**src/rtl/serial_bit_feeder_pkg.sv**
```systemverilog
// Shared definitions for the serial bit feeder: FSM state encoding and
// serial-line bit levels. The 3-bit state width matches the downstream
// alternating-sequence detector so both can be probed the same way.
package serial_bit_feeder_pkg;

    // FSM state encoding. PAR is only entered when SERIAL_FEEDER_PARITY_EN
    // is defined, but the code point stays reserved in every build.
    typedef enum logic [2:0] {
        IDLE  = 3'd0,
        SHIFT = 3'd1,
        PAR   = 3'd2
    } state_e;

    // Serial-line levels: a qualifier/bit that is active, or the idle level.
    localparam logic BIT_VALID = 1'b1;
    localparam logic BIT_IDLE  = 1'b0;

    // Even parity update: fold one more serial bit into the running XOR.
    function automatic logic parity_step(input logic acc, input logic b);
        return acc ^ b;
    endfunction

endpackage

```
**src/rtl/serial_bit_feeder.sv**
```systemverilog
// serial_bit_feeder: parallel-to-serial converter feeding the alternating
// sequence detector one bit per clock on x.
//
// Parallel side handshake: a word moves from producer to this block at a
// posedge where din_valid=1 and din_ready=1. din_ready depends only on the
// internal state, never on din_valid, and the producer holds din stable
// until the transfer edge. din_ready is high in IDLE and in the final
// output cycle of a word, so a waiting word is reloaded with no bubble.
//
// Serial side: x_valid qualifies x, x is forced low when x_valid=0, last
// marks the final bit of a frame, busy is high while a word is in flight.
//
// Build option: define SERIAL_FEEDER_PARITY_EN to append one even-parity
// bit (XOR of the data bits) after each word; last then marks the parity
// bit instead of the final data bit. Without the macro there is no PAR
// state and no parity flop.
//
// dbg_state exposes the FSM state for probes and checkers.
module serial_bit_feeder
    import serial_bit_feeder_pkg::*;
#(
    parameter int W         = 8,
    parameter bit MSB_FIRST = 1'b1
) (
    input  logic         clk,
    input  logic         reset,
    input  logic [W-1:0] din,
    input  logic         din_valid,
    output logic         din_ready,
    output logic         x,
    output logic         x_valid,
    output logic         last,
    output logic         busy,
    output logic [2:0]   dbg_state
);

    localparam int CW = (W > 2) ? $clog2(W) : 1;
    localparam logic [CW-1:0] CNT_LOAD = CW'(W - 1);
    localparam logic [CW-1:0] CNT_ZERO = '0;

    state_e         state_q, state_d;
    logic [W-1:0]   sreg_q,  sreg_d;
    logic [CW-1:0]  cnt_q,   cnt_d;
`ifdef SERIAL_FEEDER_PARITY_EN
    logic           par_q,   par_d;
`endif

    logic           cur_bit;
    logic [W-1:0]   sreg_shifted;
    logic           final_cycle;
    logic           take;

    // Bit currently at the output end of the shift register and the
    // register contents after one shift toward that end.
    always_comb begin
        cur_bit      = BIT_IDLE;
        sreg_shifted = '0;
        if (MSB_FIRST) begin
            cur_bit      = sreg_q[W-1];
            sreg_shifted = {sreg_q[W-2:0], 1'b0};
        end else begin
            cur_bit      = sreg_q[0];
            sreg_shifted = {1'b0, sreg_q[W-1:1]};
        end
    end

    // The last output cycle of a frame is where a new word may be reloaded.
    always_comb begin
`ifdef SERIAL_FEEDER_PARITY_EN
        final_cycle = (state_q == PAR);
`else
        final_cycle = (state_q == SHIFT) && (cnt_q == CNT_ZERO);
`endif
        din_ready = (state_q == IDLE) || final_cycle;
        take      = din_valid && din_ready;
    end

    // Next-state logic: load on transfer, shift while data bits remain,
    // then parity (if built in), then reload back-to-back or go idle.
    always_comb begin
        state_d = state_q;
        sreg_d  = sreg_q;
        cnt_d   = cnt_q;
`ifdef SERIAL_FEEDER_PARITY_EN
        par_d   = par_q;
`endif
        case (state_q)
            IDLE: begin
                if (take) begin
                    state_d = SHIFT;
                    sreg_d  = din;
                    cnt_d   = CNT_LOAD;
`ifdef SERIAL_FEEDER_PARITY_EN
                    par_d   = 1'b0;
`endif
                end
            end
            SHIFT: begin
`ifdef SERIAL_FEEDER_PARITY_EN
                par_d = parity_step(par_q, cur_bit);
`endif
                if (cnt_q != CNT_ZERO) begin
                    sreg_d = sreg_shifted;
                    cnt_d  = cnt_q - CW'(1);
                end else begin
`ifdef SERIAL_FEEDER_PARITY_EN
                    state_d = PAR;
                    sreg_d  = '0;
`else
                    if (take) begin
                        sreg_d = din;
                        cnt_d  = CNT_LOAD;
                    end else begin
                        state_d = IDLE;
                        sreg_d  = '0;
                    end
`endif
                end
            end
`ifdef SERIAL_FEEDER_PARITY_EN
            PAR: begin
                if (take) begin
                    state_d = SHIFT;
                    sreg_d  = din;
                    cnt_d   = CNT_LOAD;
                    par_d   = 1'b0;
                end else begin
                    state_d = IDLE;
                    par_d   = 1'b0;
                end
            end
`endif
            default: begin
                state_d = IDLE;
                sreg_d  = '0;
                cnt_d   = CNT_ZERO;
            end
        endcase
    end

    // State registers; reset abandons any word in flight immediately.
    always_ff @(posedge clk or posedge reset) begin
        if (reset) begin
            state_q <= IDLE;
            sreg_q  <= '0;
            cnt_q   <= CNT_ZERO;
`ifdef SERIAL_FEEDER_PARITY_EN
            par_q   <= 1'b0;
`endif
        end else begin
            state_q <= state_d;
            sreg_q  <= sreg_d;
            cnt_q   <= cnt_d;
`ifdef SERIAL_FEEDER_PARITY_EN
            par_q   <= par_d;
`endif
        end
    end

    // Serial outputs decoded purely from registered state.
    always_comb begin
        x       = BIT_IDLE;
        x_valid = BIT_IDLE;
        last    = BIT_IDLE;
        busy    = BIT_IDLE;
        case (state_q)
            SHIFT: begin
                x       = cur_bit;
                x_valid = BIT_VALID;
                busy    = BIT_VALID;
`ifndef SERIAL_FEEDER_PARITY_EN
                last    = (cnt_q == CNT_ZERO);
`endif
            end
`ifdef SERIAL_FEEDER_PARITY_EN
            PAR: begin
                x       = par_q;
                x_valid = BIT_VALID;
                busy    = BIT_VALID;
                last    = BIT_VALID;
            end
`endif
            default: begin
                x       = BIT_IDLE;
                x_valid = BIT_IDLE;
                last    = BIT_IDLE;
                busy    = BIT_IDLE;
            end
        endcase
        dbg_state = state_q;
    end

endmodule

```
**config.mk**
```make
export PLATFORM = sky130hd
export DESIGN_NAME = serial_bit_feeder
export DESIGN_NICKNAME = d
export VERILOG_FILES = /design/src/rtl/serial_bit_feeder_pkg.sv /design/src/rtl/serial_bit_feeder.sv
export SDC_FILE = /design/constraint.sdc
export NUM_CORES = 1
export LEC_CHECK = 0
export CORE_MARGIN = 3
export CORE_UTILIZATION = 44
export CTS_CLUSTER_DIAMETER = 50
export DETAILED_ROUTE_END_ITERATION = 10
export GPL_TIMING_DRIVEN = 0
export PLACE_DENSITY = 0.8
export RECOVER_POWER = 100
export SLEW_MARGIN = 5
export SYNTH_ARGS = -nofsm -noshare
export SYNTH_HDL_FRONTEND = slang
export SYNTH_SLANG_ARGS = --single-unit
```
**constraint.sdc**
```tcl
create_clock -name clk -period 2 [get_ports clk]
set_clock_uncertainty 0.2 [all_clocks]
set_input_delay 0.2 -clock clk [delete_from_list [all_inputs] [get_ports clk]]
set_output_delay 0.2 -clock clk [all_outputs]
set_load 0.01 [all_outputs]
```
==> metrics.md <==
| Metric | Value |
|---|---|
| Status | finished, final reports clean |
| Routed length per instance | approximately 13 µm |
| Leakage | roughly 0.40 nW |
| Grt total ovfl | 0 |
| Area growth, synth to finish | 36.1% |
| Pwr dens | around 1200 nW/µm² |
| Die Ht | approximately 44 µm |
| Clock buffer depth | 2 |
| # nets final | between 90 and 100 |
| Post-synth EDFFs | 0 |
| Crit path max fanout | 10 |
| Sequential fraction of the synthesis area | 0.479 |
| DRC viols | 0 |
| Routed WL | roughly 1.2 mm |
| Top cell type by total area after synthesis | dfrtp_1 |
| Vias per inst | 5.38 |
| Synthesized instance count | 58 |
| Met1 usage | 0.176 |
| Tightest Hold Check Type | input pin to asynchronous set/reset pin |
| Number of port buffers | 15 |
| Clock latency on the worst-skew pair | approximately 0.28 ns |
| Final antenna-violating net count | 0 |
| GRT Max-Usage Layer | met2 |
| Slew Limit Fails | 0 |
| CP required | ~1.6 ns |
| TritonCTS clock tree | built |
| FILL cells | 86 |
| Vias in the first global route | roughly 480 |
| Total track usage | 0.149 |
| First-pass GRT wire length | just over 2 mm |
| Ports | 19 |
| Unique masters post-synth | 22 |
| Crit Path Category | flop to output pin |
| Setup crit end kind | output pin |
| Design Area, Final | roughly 850 µm² |
| Postcts setup bufs | 0 |
| Syn_area_per_cell | about 11 µm² |
| Synth area leaders | dfrtp_1 (48%), a221o_1 (11%), and2_1 (7.0%) |
| Rel. slew slack | 0.510 |
| Multi-input gate area | between 200 and 300 µm² |
| FP Rows | 12 |
| CTS Buf Count | 3 |
| Sequential cell area | around 300 µm² |
| Antenna diode count | 0 |
| Worst Tran Pin Value | 0.729 ns |
| GR met3 Demand/Resource | 0.0622 |
| Crit path from | cnt_q[0] |
| CTS sink cnt | 12 |
| CTS root buf | clkbuf_4 |
| Post-layout util | 0.702 |
| #FFs+latches synth | 12 |
| Mapped cell area | around 630 µm² |
| Initial core utilization | 0.515 |
| Number of max-cap violations | 0 |
| Crit path DAT | between 1.5 and 2 ns |
| Min Tclk post-route | 1.91 ns |
| DR pass1 iterations | 4 |
| Synthesis warning total | 0 |
| GP Congestion | approximately 0.72 |
| Slowest CP cell | dfrtp_1 |
| Hold Violations, Final | 0 |
| Unrepaired setup endpoints after global routing | false |
| Die width | between 40 and 50 µm |
| CP Launch Type | flop |
| Predominant post-synthesis flop cell | dfrtp_1 |
| Synth top area share | 0.479 |
| Initial DRC Count | 19 |
| Ys async rst share | 1.00 |
| Clk slew on worst S/H paths | 0.08 ns |
| Share of layout cells above drive strength 1 | 0.215 |
| Final period utilization | 0.955 |
| Full die area | 1910 µm² |
| Core area | between 1000 and 1500 µm² |
| Met2 Track Usage GR | 0.218 |
| Htree depth | 1 |
| Crit-path cells | inv_2, ha_4, nand2b_4, and2_4, buf_6, inv_1, clkbuf_2 |
| R2r startpoint | cnt_q[0] |
| Achievable Freq | 0.524 GHz |
| HPWL Detailed | approximately 860 µm |
| Max incr delay on CP | 0.40 ns |
| Vias | 500 |
| DP Area | 798 µm² |
| # setup viols final | 0 |
| Pin count of the biggest net entering global routing | 13 |
| Antenna violations before repair | 0 |
| Peak supply drop | ~0.00081 V |
==> power breakdown <==
| group | switching [W] | internal (W) |
|---|---|---|
| logic | 0.000201 | 0.000244 |
| clock network | 0.0000846 | 0.000111 |
| registers | 0.0000593 | 0.000334 |
| total | 0.000345 | 0.000689 |
==> layout make-up <==
type,count,share of cell area
Inverter,5,0.0220
Buffer,7,0.0630
Sequential cell,12,0.352
Multi-Input combinational cell,35,0.320
Timing Repair Buffer,16,0.180
Tap cell,14,0.0205
Clock buffer,4,0.0425
==> per-layer routing <==
layer | wire [µm] | up-vias | share of wire
met1 | 499 | 230 | 0.42
met2 | 592 | 27 | 0.49
li1 | - | 241 | -
met5 | 0 | - | 0
met4 | 22 | 0 | 0.018
met3 | 88 | 2 | 0.073
==> flip-flops by register name (all words and copies together) (netlist names) <==
name,cells
sreg_q,8
cnt_q,3
dbg_state,1
==> worst max-delay path, delay by kind of cell (launching register included) <==
family / cells / cell delay, ns
flops: 1 / 0.40
simple gates: 2 / 0.23
fa+ha+maj: 1 / 0.15
buf+inv: 4 / 0.45
==> cell usage in the layout (no fill, tap or decap), types with 2 or more instances in the layout <==
cell and instances:
a211oi_1 2, a21oi_1 3, dfrtp_1 12, inv_2 2, a221o_1 7, clkdlybuf4s50_1 9
dlygate4sd3_1 5, and2_1 6, buf_4 5, clkbuf_4 3, conb_1 2, nor2_1 2
inv_1 3
==> per-stage QoR <==
step	total power [W]	std cells	setup TNS [ns]	hold WS, ns	setup slack [ns]
6_report	0.00103	93	0	0.152	0.0898
3_5_place_dp	0.000825	88	-0.0927	0.266	-0.0927
2_1_floorplan	0.000681	59	0	-0.135	0.339
4_1_cts	0.00105	93	0	0.0104	0.0349
5_1_grt	0.00112	93	0	0.171	0.00702
3_3_place_gp	0.000812	88	-0.102	0.259	-0.102
==> kinds of logic after synthesis <==
kind of cell	after synthesis	share of synthesized area
compound gates	15	0.202
simple gates	16	0.162
other cells	1	0.00598
buf+inv	12	0.112
fa+ha+maj	2	0.0399
flops	12	0.479
==> cells in the mapped netlist (all sizes together), types with 2 or more instances <==
master,number
ha,2
a21oi,3
buf,7
a221o,7
dfrtp,12
a211oi,2
and2,8
nor2,2
inv,5
nand2b,2
==> path summary, 6_finish.rpt <==
path	to	slack, ns	depth (start not counted)
min reg2reg	sreg_q[0]	0.30	1
max	din_ready	0.09	7
min	dbg_state[0]	0.15	2
min in group clk	sreg_q[0]	0.30	1
max in group asynchronous	cnt_q[2]	1.14	2
max reg2reg	sreg_q[2]	0.16	5
==> repair_timing <==
item                                    in CTS  in global routing
hold buffers                                 1                  0
endpoints found under the setup margin       2                  1
hold endpoints to repair                     1                  0
gates resized for setup                      9                  2
pin swaps                                    1                  0
(Power assumes the default switching activity.)
